File: config.mk
export PLATFORM = sky130hd
export DESIGN_NAME = brick_collision
export DESIGN_NICKNAME = d
export VERILOG_FILES = /design/src/rtl/brick_collision_pkg.sv /design/src/rtl/brick_collision_geom.sv /design/src/rtl/brick_collision.sv
export SDC_FILE = /design/constraint.sdc
export NUM_CORES = 1
export LEC_CHECK = 0
export CAP_MARGIN = 0
export CORE_ASPECT_RATIO = 2
export CORE_UTILIZATION = 40
export CTS_CLUSTER_DIAMETER = 30
export DETAILED_ROUTE_END_ITERATION = 8
export GPL_TIMING_DRIVEN = 1
export PLACE_DENSITY = 0.62
export SYNTH_ARGS = -nofsm -noshare
export SYNTH_HDL_FRONTEND = slang
export SYNTH_SLANG_ARGS = --single-unit
export TNS_END_PERCENT = 20
File: constraint.sdc
create_clock -name pxl_clk -period 4 [get_ports pxl_clk]
set_clock_uncertainty 0.2 [all_clocks]
set_input_delay 0.8 -clock pxl_clk [delete_from_list [all_inputs] [get_ports pxl_clk]]
set_output_delay 0.8 -clock pxl_clk [all_outputs]
set_load 0.01 [all_outputs]
File: src/rtl/brick_collision_pkg.sv
// Shared definitions for the brick collision stage: FSM states, brick wall and
// paddle geometry defaults, and a clamped-subtract helper.
package brick_collision_pkg;

  typedef enum logic [1:0] {
    ST_IDLE,
    ST_SCAN,
    ST_PADDLE,
    ST_REPORT
  } state_e;

  localparam int unsigned DEF_BRICK_COLS = 8;
  localparam int unsigned DEF_BRICK_ROWS = 4;
  localparam int unsigned DEF_BRICK_W    = 80;
  localparam int unsigned DEF_BRICK_H    = 16;
  localparam int unsigned DEF_BRICK_TOP  = 48;

  localparam int unsigned DEF_PADDLE_Y   = 440;
  localparam int unsigned DEF_PADDLE_H   = 8;
  localparam int unsigned DEF_PADDLE_W   = 64;
  localparam int unsigned DEF_BALL_R     = 8;

  // a - b, floored at zero so the ball's left/top extent never wraps
  function automatic logic [10:0] sub_clamp(input logic [10:0] a, input logic [10:0] b);
    return (a < b) ? '0 : a - b;
  endfunction

endpackage

File: src/rtl/brick_collision_geom.sv
// Maps a brick index to its screen rectangle and tests it against the ball's
// bounding box; also reports whether the ball centre lies within the brick's columns.
module brick_geom
  import brick_collision_pkg::*;
#(
  parameter int unsigned BRICK_COLS = DEF_BRICK_COLS,
  parameter int unsigned BRICK_W    = DEF_BRICK_W,
  parameter int unsigned BRICK_H    = DEF_BRICK_H,
  parameter int unsigned BRICK_TOP  = DEF_BRICK_TOP,
  parameter int unsigned BALL_R     = DEF_BALL_R
) (
  input  logic [5:0] idx,
  input  logic [9:0] ball_x,
  input  logic [9:0] ball_y,
  output logic       overlap,
  output logic       x_inside
);

  logic [10:0] idx_w, row, col;
  logic [10:0] bx0, bx1, by0, by1;
  logic [10:0] cx, cy, xl, xh, yl, yh;

  always_comb begin
    idx_w    = {5'd0, idx};
    row      = idx_w / 11'(BRICK_COLS);
    col      = idx_w % 11'(BRICK_COLS);
    bx0      = col * 11'(BRICK_W);
    by0      = 11'(BRICK_TOP) + row * 11'(BRICK_H);
    bx1      = bx0 + 11'(BRICK_W - 1);
    by1      = by0 + 11'(BRICK_H - 1);
    cx       = {1'b0, ball_x};
    cy       = {1'b0, ball_y};
    xl       = sub_clamp(cx, 11'(BALL_R));
    xh       = cx + 11'(BALL_R);
    yl       = sub_clamp(cy, 11'(BALL_R));
    yh       = cy + 11'(BALL_R);
    overlap  = (xh >= bx0) && (xl <= bx1) && (yh >= by0) && (yl <= by1);
    x_inside = (cx >= bx0) && (cx <= bx1);
  end

endmodule

File: src/rtl/brick_collision.sv
// Per-frame collision stage: snapshots ball/paddle on vsync fall, scans the brick
// wall one brick per cycle, runs the paddle test, then pulses h/v collision once.
module brick_collision
  import brick_collision_pkg::*;
#(
  parameter int unsigned BRICK_COLS = DEF_BRICK_COLS,
  parameter int unsigned BRICK_ROWS = DEF_BRICK_ROWS,
  parameter int unsigned BRICK_W    = DEF_BRICK_W,
  parameter int unsigned BRICK_H    = DEF_BRICK_H,
  parameter int unsigned BRICK_TOP  = DEF_BRICK_TOP,
  parameter int unsigned PADDLE_Y   = DEF_PADDLE_Y,
  parameter int unsigned PADDLE_H   = DEF_PADDLE_H,
  parameter int unsigned PADDLE_W   = DEF_PADDLE_W,
  parameter int unsigned BALL_R     = DEF_BALL_R
) (
  input  logic                               pxl_clk,
  input  logic                               reset,
  input  logic                               vsync,
  input  logic [9:0]                         ball_x,
  input  logic [9:0]                         ball_y,
  input  logic [9:0]                         paddle_x,
  input  logic                               new_game,
  output logic                               h_collision,
  output logic                               v_collision,
  output logic [BRICK_COLS*BRICK_ROWS-1:0]   brick_map,
  output logic [5:0]                         bricks_left,
  output logic [7:0]                         score,
  output logic                               all_clear,
  output logic                               busy
);

  localparam int unsigned N = BRICK_COLS * BRICK_ROWS;

  state_e       state_q, state_d;
  logic         vsync_d_q;
  logic [9:0]   x_q, x_d, y_q, y_d, px_q, px_d;
  logic [5:0]   idx_q, idx_d;
  logic         hit_q, hit_d, h_q, h_d, v_q, v_d;
  logic         pad_q, pad_d, guard_q, guard_d;
  logic [N-1:0] map_q, map_d, sel;
  logic [5:0]   left_q, left_d;
  logic [7:0]   score_q, score_d;
  logic         clear_q, clear_d;
  logic         trigger, overlap, x_inside, pad_hit;
  logic [10:0]  pxl, pxh, pyh, pxr;

  brick_geom #(
    .BRICK_COLS (BRICK_COLS),
    .BRICK_W    (BRICK_W),
    .BRICK_H    (BRICK_H),
    .BRICK_TOP  (BRICK_TOP),
    .BALL_R     (BALL_R)
  ) u_geom (
    .idx      (idx_q),
    .ball_x   (x_q),
    .ball_y   (y_q),
    .overlap  (overlap),
    .x_inside (x_inside)
  );

  always_comb begin
    pyh     = {1'b0, y_q} + 11'(BALL_R);
    pxh     = {1'b0, x_q} + 11'(BALL_R);
    pxl     = sub_clamp({1'b0, x_q}, 11'(BALL_R));
    pxr     = {1'b0, px_q} + 11'(PADDLE_W - 1);
    pad_hit = (pyh >= 11'(PADDLE_Y)) && (pyh <= 11'(PADDLE_Y + PADDLE_H)) &&
              (pxh >= {1'b0, px_q}) && (pxl <= pxr);
  end

  always_comb begin
    state_d = state_q;
    x_d     = x_q;
    y_d     = y_q;
    px_d    = px_q;
    idx_d   = idx_q;
    hit_d   = hit_q;
    h_d     = h_q;
    v_d     = v_q;
    pad_d   = pad_q;
    guard_d = guard_q;
    map_d   = map_q;
    left_d  = left_q;
    score_d = score_q;
    trigger = vsync_d_q & ~vsync;
    sel     = N'(1) << idx_q;

    case (state_q)
      ST_IDLE: begin
        if (trigger) begin
          x_d     = ball_x;
          y_d     = ball_y;
          px_d    = paddle_x;
          idx_d   = '0;
          hit_d   = 1'b0;
          h_d     = 1'b0;
          v_d     = 1'b0;
          pad_d   = 1'b0;
          state_d = ST_SCAN;
        end
      end
      ST_SCAN: begin
        // only the lowest-index present brick counts; hit_q masks the rest
        if (!hit_q && |(map_q & sel) && overlap) begin
          map_d  = map_q & ~sel;
          left_d = left_q - 6'd1;
          if (score_q != 8'hFF) score_d = score_q + 8'd1;
          hit_d  = 1'b1;
          if (x_inside) v_d = 1'b1;
          else          h_d = 1'b1;
        end
        if (idx_q == 6'(N - 1)) state_d = ST_PADDLE;
        else                    idx_d   = idx_q + 6'd1;
      end
      ST_PADDLE: begin
        pad_d   = pad_hit & ~guard_q;
        guard_d = pad_hit;
        state_d = ST_REPORT;
      end
      ST_REPORT: state_d = ST_IDLE;
      default:   state_d = ST_IDLE;
    endcase

    if (new_game) begin
      state_d = ST_IDLE;
      h_d     = 1'b0;
      v_d     = 1'b0;
      pad_d   = 1'b0;
      guard_d = 1'b0;
      map_d   = '1;
      left_d  = 6'(N);
      score_d = '0;
    end
    clear_d = (left_d == '0);
  end

  always_ff @(posedge pxl_clk) begin
    if (reset) begin
      state_q   <= ST_IDLE;
      vsync_d_q <= 1'b0;
      x_q       <= '0;
      y_q       <= '0;
      px_q      <= '0;
      idx_q     <= '0;
      hit_q     <= 1'b0;
      h_q       <= 1'b0;
      v_q       <= 1'b0;
      pad_q     <= 1'b0;
      guard_q   <= 1'b0;
      map_q     <= '1;
      left_q    <= 6'(N);
      score_q   <= '0;
      clear_q   <= 1'b0;
    end else begin
      state_q   <= state_d;
      vsync_d_q <= vsync;
      x_q       <= x_d;
      y_q       <= y_d;
      px_q      <= px_d;
      idx_q     <= idx_d;
      hit_q     <= hit_d;
      h_q       <= h_d;
      v_q       <= v_d;
      pad_q     <= pad_d;
      guard_q   <= guard_d;
      map_q     <= map_d;
      left_q    <= left_d;
      score_q   <= score_d;
      clear_q   <= clear_d;
    end
  end

  assign h_collision = (state_q == ST_REPORT) && h_q;
  assign v_collision = (state_q == ST_REPORT) && (v_q || pad_q);
  assign brick_map   = map_q;
  assign bricks_left = left_q;
  assign score       = score_q;
  assign all_clear   = clear_q;
  assign busy        = (state_q != ST_IDLE);

endmodule
==> flow_metrics.env, run 1 <==
export IMPL_cp_max_fo=16
export IMPL_nets=983
export IMPL_cp_end_kind="flip-flop"
export IMPL_startpoint_type="flip-flop"
export IMPL_clk_path_buf_depth=2
export IMPL_placed_area_um2=7372
export IMPL_cp_cell_sequence="inv_1 -> ha_1 -> or3b_1 -> nor2_1 -> nor2_1 -> ha_1 -> nor2b_1 -> o2111ai_1 -> o31ai_2 -> buf_4 -> o2111a_2 -> buf_12 -> and3_1 -> nand2_1 -> a21o_1"
export IMPL_port_buffers=83
export IMPL_viasPerCell=5.449
export IMPL_dpl_hpwl_um=13940
export IMPL_yosysWarnings=0
export IMPL_syn_nets=894
export IMPL_drtIter0Drc=293
export IMPL_die_h_um=178.0
export IMPL_synth_compound_area_frac=0.1849
export IMPL_num_io_pins=84
export IMPL_pwr_share_clk=0.389
export IMPL_avgSynthCellArea_um2=7.926
export IMPL_coreArea_um2=15210
export IMPL_route_detailed_drc=0
export IMPL_synth_edf_count=0
export IMPL_path_clk_slew_ps=70
export IMPL_finalPower_mw=2.117
export IMPL_synth_simple_area_share=0.2420
export IMPL_cp_slowest_cell="or3b_1"
export IMPL_dr_total_vias=5852
export IMPL_hold_viol_final=0
export IMPL_drv_slew=0
export IMPL_cts_buffers=9
export IMPL_arrival_ps=3820
export IMPL_drive_gt1_frac=0.07534
export IMPL_layout_min_cycle_time_ps=3771
export IMPL_synth_mux_area_frac=0.02160
export IMPL_die_w_um=90.03
export IMPL_ir_worst_vdd_mv=0.2671
export IMPL_num_rows=64
export IMPL_max_stage_delay_ps=420
export IMPL_setup_viol=0
export IMPL_first_global_vias=5951
export IMPL_power_leakage_nw=2.987
export IMPL_ys_ff_latch=91
export IMPL_syn_inst=782
export IMPL_ctsHoldBuffers=0
export IMPL_cellPowerDensity_nw_per_um2=276.3
export IMPL_cts_root_buf="clkbuf_16"
export IMPL_antenna_found_initial=0
export IMPL_cts_tree="yes"
export IMPL_status="finished clean"
export IMPL_synth_top_family_by_area="simple AND/OR/NAND/NOR gates"
export IMPL_ant_nets=0
export IMPL_min_path_type="reg2reg"
export IMPL_area_growth_syn_to_layout_pct=23.62
export IMPL_synth_fa_ha_area_frac=0.1574
export IMPL_place_congestion=0.8879
export IMPL_synth_xor_area_frac=0.04522
export IMPL_synth_ff_type="dfxtp_1"
export IMPL_antennaDiodeCount=0
export IMPL_fmax_mhz=265.2
export IMPL_required_ps=4050
export IMPL_netlist_area_um2=6198
export IMPL_grt_max_degree=37
export IMPL_drv_cap=0
export IMPL_worst_pin_slew_ps=709.1
export IMPL_power_switching_uw=598.8
export IMPL_routed_wl_um=18010
export IMPL_synthArstFlopShare=0
export IMPL_htree_levels=3
export IMPL_criticalPathCategory="reg2reg"
export IMPL_post_cts_setup_buffers=0
export IMPL_synth_cell_types=68
export IMPL_grtUsageTotal=0.2307
export IMPL_fin_crit_sh=0.9428
export IMPL_design_area_um2=7662
export IMPL_yosysSeqAreaShare=0.2939
export IMPL_start_util=0.4074
export IMPL_detail_route_wl_per_cell_um=16.77
export IMPL_die_area_um2=16030
export IMPL_dr_pass1_iters=5
export IMPL_internal_power_mw=1.519
export IMPL_grt_overflow=0
export IMPL_p_seq_frac=0.441
export IMPL_grt_pass1_wl_um=29050
export IMPL_worstSkewPairLatency_ps=350
export IMPL_swShare=0.2828
export IMPL_relSlewSlack=0.5272
export IMPL_combPwrFrac=0.169
export IMPL_reg2reg_slack_ps=230
export IMPL_clock_sink_count=91
-- final timing paths --
check               start            to  cells after the start
setup / recovery   x_q[4]  brick_map[0]                     15
hold / removal    px_q[4]       px_q[4]                      2
setup reg to reg   x_q[4]  brick_map[0]                     15
hold reg to reg   px_q[4]       px_q[4]                      2
-- synthesized netlist by cell type, drive strengths merged (4+ instances only) --
cell type,instances,share of area
nor2,51,0.031
or3b,4,0.0057
nand2b,5,0.0050
mux2i,10,0.016
nand4,9,0.010
nor3,20,0.017
or3,9,0.0091
buf,11,0.012
xor2,7,0.0099
and4,5,0.0071
a22oi,4,0.0048
ha,78,0.16
a211oi,7,0.0085
o21a,4,0.0048
dfxtp,91,0.29
o211ai,8,0.0097
a21oi,55,0.044
nand2,128,0.078
nor2b,11,0.011
nand3,31,0.025
clkbuf,28,0.017
and3,10,0.010
xnor2,25,0.035
and2,5,0.0050
o21ai,32,0.026
a21o,32,0.039
inv,43,0.026
-- through the flow --
stage	hold WS [ps]	TNS, ps	cells	utilization	setup WS, ps
detailed placement	252.4	0	1058	0.4845	161.7
floorplan	232.2	0	782	-	353.4
CTS	261.3	0	1074	0.5029	121.0
global placement	245.6	0	1058	0.4845	243.1
finish	256.6	0	1074	0.5036	228.8
global route	282.0	-307.7	1074	0.5036	-55.58
-- registers in the layout (all words and copies together) (netlist names) --
| register | cells |
|---|---|
| v_q | 1 |
| x_q | 10 |
| vsync_d_q | 1 |
| y_q | 10 |
| brick_map | 32 |
| pad_q | 1 |
| bricks_left | 6 |
| hit_q | 1 |
| state_q | 2 |
| guard_q | 1 |
| idx_q | 6 |
| score | 8 |
| all_clear | 1 |
| px_q | 10 |
| h_q | 1 |
-- placed cells by master (no fill, tap or decap), types with 4 or more instances in the layout --
| master | instances |
|---|---|
| or3_1 | 9 |
| buf_4 | 33 |
| nand2_1 | 128 |
| nor2_1 | 51 |
| a21oi_1 | 55 |
| o211ai_1 | 8 |
| and2_1 | 5 |
| o21ai_1 | 4 |
| xnor2_1 | 25 |
| a22oi_1 | 4 |
| and3_1 | 10 |
| ha_1 | 78 |
| mux2i_1 | 10 |
| clkbuf_16 | 9 |
| xor2_1 | 7 |
| o21a_1 | 4 |
| nor3_1 | 18 |
| and4_1 | 5 |
| clkdlybuf4s50_1 | 83 |
| nand2b_1 | 5 |
| nor2b_1 | 11 |
| nand3_1 | 31 |
| a21o_1 | 32 |
| inv_1 | 43 |
| a211oi_1 | 7 |
| nand4_1 | 8 |
| dfxtp_1 | 91 |
| o21ai_0 | 28 |
-- power by group through the flow --
stage	combinational, mW	sequential [mW]	clock [mW]
floorplan	0.228	0.949	0
global placement	0.352	0.955	0
detailed placement	0.355	0.955	0
CTS	0.358	0.934	0.843
global route	0.402	0.937	0.871
finish	0.359	0.935	0.824
-- per-layer routing --
layer / global-route usage / routed length, µm / vias up
met5: 0 / 0 / -
li1: - / - / 2919
met1: 0.2189 / 6632 / 2757
met3: 0.02856 / 457 / 52
met4: 0.1465 / 992 / 0
met2: 0.4587 / 9930 / 124
-- worst max-delay path: cells and delay by family (launching register included) --
| family | cells | cell delay, ps |
|---|---|---|
| and+or+nand+nor | 6 | 1260 |
| AOI/OAI and AO/OA | 4 | 890 |
| DFF | 1 | 370 |
| buffers and inverters | 3 | 430 |
| adders and majority gates | 2 | 500 |
-- layout make-up --
cell class | instances | area [µm²]
timing repair buffer | 117 | 1099
inverter | 43 | 161.4
tap | 198 | 247.7
clock buffer | 10 | 239.0
multi-input combinational | 609 | 4054
sequential | 91 | 1822
clock inverter | 6 | 40.04
fill | 1552 | 7552
-- what timing repair did --
action	in CTS	in global routing
endpoints found under the setup margin	0	35
resized for setup	0	2
hold endpoints to repair	0	0
-- cells by family after synthesis --
family / Yosys count
DFF: 91
buffers and inverters: 82
adders and majority gates: 78
and+or+nand+nor: 309
AOI/OAI and AO/OA: 177
muxes: 13
xor gates and xnor gates: 32
Note: power is estimated with default switching activity, not from simulation.
==> run 2, diff against run 1 <==
--- a/config.mk
+++ b/config.mk
@@ -5,7 +5,7 @@
 export SDC_FILE = /design/constraint.sdc
 export NUM_CORES = 1
 export LEC_CHECK = 0
-export CAP_MARGIN = 0
+export ABC_AREA = 1
 export CORE_ASPECT_RATIO = 2
 export CORE_UTILIZATION = 40
 export CTS_CLUSTER_DIAMETER = 30
==> flow_metrics.env, run 2 <==
export IMPL_antenna_found_initial=0
export IMPL_num_io_pins=84
export IMPL_drive_gt1_frac=0.06040
export IMPL_synth_compound_area_frac=0.1290
export IMPL_htree_levels=3
export IMPL_most_common_layout_cells="nand2_1, nor2_1, inv_1, dfxtp_1, clkdlybuf4s50_1"
export IMPL_worst_pin_slew_ps=497.2
export IMPL_detail_route_wl_per_cell_um=15.00
export IMPL_grt_pass1_wl_um=29550
export IMPL_timing_hold_worst_path_depth=2
export IMPL_rr_startpoint="idx_q[2]"
export IMPL_final_common_cell="nand2_1"
export IMPL_whs_ps=256.7
export IMPL_post_cts_setup_buffers=0
export IMPL_synth_fa_ha_area_frac=0.1541
export IMPL_synth_mux_area_frac=0
export IMPL_syn_nets=1039
export IMPL_ctsHoldBuffers=0
export IMPL_ant_nets=0
export IMPL_power_leakage_nw=3.529
export IMPL_nets=1117
export IMPL_grtUsageTotal=0.2327
export IMPL_drv_cap=0
export IMPL_yosysMostFrequentCell="nand2_1"
export IMPL_min_path_type="reg2reg"
export IMPL_status="finished clean"
export IMPL_required_ps=4040
export IMPL_synth_cell_types=45
export IMPL_clock_sink_count=91
export IMPL_syn_inst=927
export IMPL_drv_slew=0
export IMPL_viasPerCell=5.147
export IMPL_first_global_vias=6171
export IMPL_fin_crit_sh=0.9083
export IMPL_arrival_ps=3670
export IMPL_reg2reg_slack_ps=370
export IMPL_fill_cells=1623
export IMPL_ir_worst_vdd_mv=0.2008
export IMPL_port_buffers=83
export IMPL_yosysSeqAreaShare=0.2876
export IMPL_area_growth_syn_to_layout_pct=20.62
export IMPL_min_to="h_q"
export IMPL_pre_cts_ws_ps=414.5
export IMPL_synth_edf_count=0
export IMPL_worstSkewPairLatency_ps=360
export IMPL_start_util=0.4119
export IMPL_die_h_um=180.0
export IMPL_ff2ff_path_depth=18
export IMPL_ys_top_cells_by_area="dfxtp_1, ha_1, nand2_1"
export IMPL_netlist_area_um2=6334
export IMPL_clk_path_buf_depth=2
export IMPL_ys_ff_latch=91
export IMPL_cts_repair_resized=0
export IMPL_yosysWarnings=0
export IMPL_dpl_hpwl_um=15000
export IMPL_rr_endpoint="brick_map[26]"
export IMPL_coreArea_um2=15370
export IMPL_cts_buffers=9
export IMPL_layout_min_cycle_time_ps=3633
export IMPL_setup_viol=0
export IMPL_dr_total_vias=6217
export IMPL_route_detailed_drc=0
export IMPL_cp_end_kind="flip-flop"
export IMPL_relSlewSlack=0.6685
export IMPL_synthArstFlopShare=0
export IMPL_synth_ff_type="dfxtp_1"
export IMPL_hold_viol_final=0
export IMPL_setup_ws_ps=366.7
export IMPL_fmax_mhz=275.2
export IMPL_min_from="h_q"
export IMPL_die_w_um=90.98
export IMPL_antennaDiodeCount=0
export IMPL_synth_simple_area_share=0.3167
export IMPL_criticalPathCategory="reg2reg"
export IMPL_netlist_area_leader_share=0.2876
export IMPL_routed_wl_um=18110
export IMPL_path_clk_slew_ps=70
export IMPL_largest_reg_flops=32
export IMPL_synth_top_family_by_area="simple AND/OR/NAND/NOR gates"
export IMPL_tns_ps=0
export IMPL_ys_top_cells_by_count="nand2_1, nor2_1, dfxtp_1, inv_1, ha_1"
export IMPL_rsz0062_at_grt="no"
export IMPL_cts_root_buf="clkbuf_16"
export IMPL_synth_xor_area_frac=0.03181
export IMPL_cts_tree="yes"
export IMPL_drtIter0Drc=260
export IMPL_dr_pass1_iters=6
export IMPL_startpoint_type="flip-flop"
export IMPL_num_rows=64
export IMPL_place_congestion=0.9341
export IMPL_grt_max_degree=58
export IMPL_die_area_um2=16370
export IMPL_synth_largest_area_cell="dfxtp_1"
export IMPL_cellPowerDensity_nw_per_um2=314.7
export IMPL_avgSynthCellArea_um2=6.832
export IMPL_grt_overflow=0
export IMPL_cp_max_fo=25
run 2: kinds of logic after synthesis:
logic type                 count (synthesis)
buffers and inverters                    124
xor gates and xnor gates                  23
adders and majority gates                 78
AOI/OAI and AO/OA                        149
DFF                                       91
and+or+nand+nor                          462
run 2: worst max path at each step:
stage	start	to	slack (ps)	depth (start not counted)
CTS	idx_q[2]	brick_map[26]	380	18
global placement	idx_q[2]	brick_map[8]	430	18
detailed placement	idx_q[2]	brick_map[11]	410	18
floorplan	y_q[3]	brick_map[16]	1070	22
finish	idx_q[2]	brick_map[26]	370	18
global route	x_q[3]	brick_map[15]	60	19
run 2: final cells by class:
type	instances	area [µm²]	area share
timing repair buffer	91	890.9	0.1166
multi-input combinational	712	4008	0.5246
clock buffer	9	225.2	0.02948
tap	198	247.7	0.03243
inverter	100	377.9	0.04946
sequential	91	1822	0.2385
clock inverter	7	68.82	0.009008
run 2: metal layers:
layer	vias to the layer above	GRT usage	routed length [µm]
met4	0	0.1886	1392
met1	2809	0.1945	5871
met5	-	0	0
met3	60	0.03088	460
met2	137	0.4655	10390
li1	3211	-	-
run 2: stage by stage:
step / power [mW] / std cells / utilization / instance area, µm²
floorplan: 1.384 / 927 / - / 6334
global placement: 1.559 / 1192 / 0.4778 / 7346
detailed placement: 1.566 / 1192 / 0.4778 / 7346
CTS: 2.429 / 1208 / 0.4969 / 7640
global route: 2.555 / 1208 / 0.4969 / 7640
finish: 2.404 / 1208 / 0.4969 / 7640
run 2: where the power goes:
part	leakage (nW)	switching, mW	internal (mW)
logic	2.65	0.363	0.225
clock network	0.141	0.376	0.482
registers	0.739	0.0303	0.928
run 2: worst max-delay path, cell delays in order, from the launching register on:
cell and delay (ps):
dfxtp_1 300, buf_4 170, ha_1 190, ha_1 180, ha_1 350, nand3_1 110, xor2_1 320, ha_1 300
nand2_1 110, nor2_1 60, a211oi_1 190, nand2_1 100, nand2_2 130, nand3_4 170, inv_4 140, buf_4 270
nand2_1 100, nand2_1 80, nand2_1 40
==> run 3, diff against run 2 <==
--- a/config.mk
+++ b/config.mk
@@ -7,11 +7,11 @@
 export LEC_CHECK = 0
 export ABC_AREA = 1
 export CORE_ASPECT_RATIO = 2
-export CORE_UTILIZATION = 40
+export CORE_UTILIZATION = 30
 export CTS_CLUSTER_DIAMETER = 30
 export DETAILED_ROUTE_END_ITERATION = 8
 export GPL_TIMING_DRIVEN = 1
-export PLACE_DENSITY = 0.62
+export PLACE_DENSITY = 0.5
 export SYNTH_ARGS = -nofsm -noshare
 export SYNTH_HDL_FRONTEND = slang
 export SYNTH_SLANG_ARGS = --single-unit
==> flow_metrics.env, run 3 (same netlist as run 2, synthesis figures left out) <==
export IMPL_arrival_ps=3630
export IMPL_hold_viol_final=0
export IMPL_cp_end_kind="flip-flop"
export IMPL_grt_pass1_wl_um=31600
export IMPL_num_io_pins=84
export IMPL_grt_max_degree=58
export IMPL_ant_nets=0
export IMPL_drv_cap=0
export IMPL_ctsHoldBuffers=0
export IMPL_path_clk_slew_ps=70
export IMPL_antennaDiodeCount=0
export IMPL_drv_slew=0
export IMPL_num_rows=74
export IMPL_startpoint_type="flip-flop"
export IMPL_internal_power_mw=1.706
export IMPL_routed_wl_um=19680
export IMPL_grt_overflow=0
export IMPL_cp_slowest_cell="dfxtp_1"
export IMPL_cp_max_fo=32
export IMPL_ir_worst_vdd_mv=0.1976
export IMPL_multi_input_area_um2=4008
export IMPL_final_common_cell="nand2_1"
export IMPL_rr_startpoint="idx_q[0]"
export IMPL_die_area_um2=21730
export IMPL_p_seq_frac=0.383
export IMPL_min_path_type="reg2reg"
export IMPL_status="finished clean"
export IMPL_clock_sink_count=91
export IMPL_cp_cell_sequence="ha_1 -> ha_1 -> ha_1 -> nand3_1 -> xor2_1 -> ha_1 -> nand2_1 -> nor2_1 -> a211oi_1 -> nand2_1 -> nand2_2 -> nand3_4 -> inv_8 -> nand2_2 -> nor2_4 -> nand2_1 -> nand2_1 -> nand2_1 -> nor2_1"
export IMPL_die_w_um=104.7
export IMPL_startpoint="idx_q[0]"
export IMPL_dr_pass1_iters=4
export IMPL_die_h_um=207.5
export IMPL_fmax_mhz=282.3
export IMPL_cts_buffers=9
export IMPL_combPwrFrac=0.237
export IMPL_worstSkewPairLatency_ps=350
export IMPL_power_switching_uw=788.7
export IMPL_coreArea_um2=20550
export IMPL_swShare=0.3161
export IMPL_power_leakage_nw=3.556
export IMPL_drtIter0Drc=217
export IMPL_cts_root_buf="clkbuf_16"
export IMPL_setup_viol=0
export IMPL_largest_reg_flops=32
export IMPL_start_util=0.3081
export IMPL_fill_cells=2270
export IMPL_clk_path_buf_depth=2
export IMPL_rsz0062_at_grt="no"
export IMPL_fin_crit_sh=0.8856
export IMPL_min_from="brick_map[21]"
export IMPL_dpl_hpwl_um=16370
export IMPL_required_ps=4090
export IMPL_sequential_cell_area_um2=1822
export IMPL_antenna_found_initial=0
export IMPL_htree_levels=3
export IMPL_pwr_share_clk=0.380
export IMPL_drive_gt1_frac=0.06225
export IMPL_most_common_layout_cells="nand2_1, nor2_1, inv_1, dfxtp_1, clkdlybuf4s50_1"
export IMPL_place_congestion=0.9018
export IMPL_worst_pin_slew_ps=794.5
export IMPL_tns_ps=0
export IMPL_relSlewSlack=0.4687
export IMPL_cts_tree="yes"
export IMPL_path_common_cell="nand2_1"
export IMPL_viasPerCell=4.814
export IMPL_port_buffers=83
export IMPL_layout_min_cycle_time_ps=3542
export IMPL_stdcell_count=1278
export IMPL_route_detailed_drc=0
export IMPL_max_stage_delay_ps=400
export IMPL_nets=1119
export IMPL_cellPowerDensity_nw_per_um2=320.9
export IMPL_area_growth_syn_to_layout_pct=22.76
export IMPL_first_global_vias=6189
export IMPL_grtUsageTotal=0.1907
export IMPL_criticalPathCategory="reg2reg"
export IMPL_detail_route_wl_per_cell_um=15.40
export IMPL_placedCellCount=1262
export IMPL_dr_total_vias=6152
==> run 3: changes by cell type in the layout (fill, tap and decap cells not counted), sizes merged <==
cell	before	now
buf	8	10
bufinv	1	2
clkinv	5	3
clkinvlp	2	1
inv	99	101
==> run 3: per-layer routing <==
| layer | part of all wire | vias up | GRT usage |
|---|---|---|---|
| li1 | - | 3219 | - |
| met1 | 0.33 | 2751 | 0.1667 |
| met2 | 0.59 | 139 | 0.3942 |
| met3 | 0.022 | 43 | 0.01947 |
| met4 | 0.060 | 0 | 0.1234 |
| met5 | 0 | - | 0 |
==> run 3: power groups by stage <==
stage / Combinational, mW / Sequential [mW] / Clock (mW)
2_1_floorplan: 0.416 / 0.969 / 0
3_3_place_gp: 0.591 / 0.976 / 0
3_5_place_dp: 0.594 / 0.977 / 0
4_1_cts: 0.596 / 0.956 / 0.980
5_1_grt: 0.681 / 0.959 / 1.02
6_report: 0.591 / 0.956 / 0.948
==> run 3: worst paths after layout <==
path	to	slack, ps	depth (start not counted)
worst min register to register	brick_map[21]	260	2
worst min-delay path	brick_map[21]	260	2
worst max register to register	score[7]	460	19
worst max-delay path	score[7]	460	19
==> run 3: layout make-up <==
type,instances,share of cell area
multi-input combinational,712,0.5154
sequential,91,0.2343
timing repair buffer,93,0.1165
inverter,100,0.04924
tap,266,0.04281
clock buffer,9,0.02897
clock inverter,7,0.01271
==> run 3: worst max-delay path, delay by kind of cell, from the launching register on <==
family,cells,cell delay (ps)
compound gates,1,190
fa+ha+maj,4,1060
flops,1,400
simple gates,12,1140
buf+inv,1,200
xor+xnor,1,270
==> run 3: what timing repair did <==
action | CTS | global route
setup endpoints to repair | 0 | 6
setup buffers | 0 | 0
gates resized for setup | 0 | 2
==> run 3: metrics by stage <==
stage	cell area, µm²	util	hold WS, ps	setup WS, ps	total power, mW
after floorplan	6334	-	227.3	1067	1.384
after CTS	7770	0.3780	265.2	343.2	2.532
after global routing	7775	0.3783	280.9	11.07	2.656
after detailed placement	7446	0.3622	253.9	364.0	1.571
after global placement	7446	0.3622	251.3	449.5	1.568
final	7775	0.3783	264.2	457.6	2.495
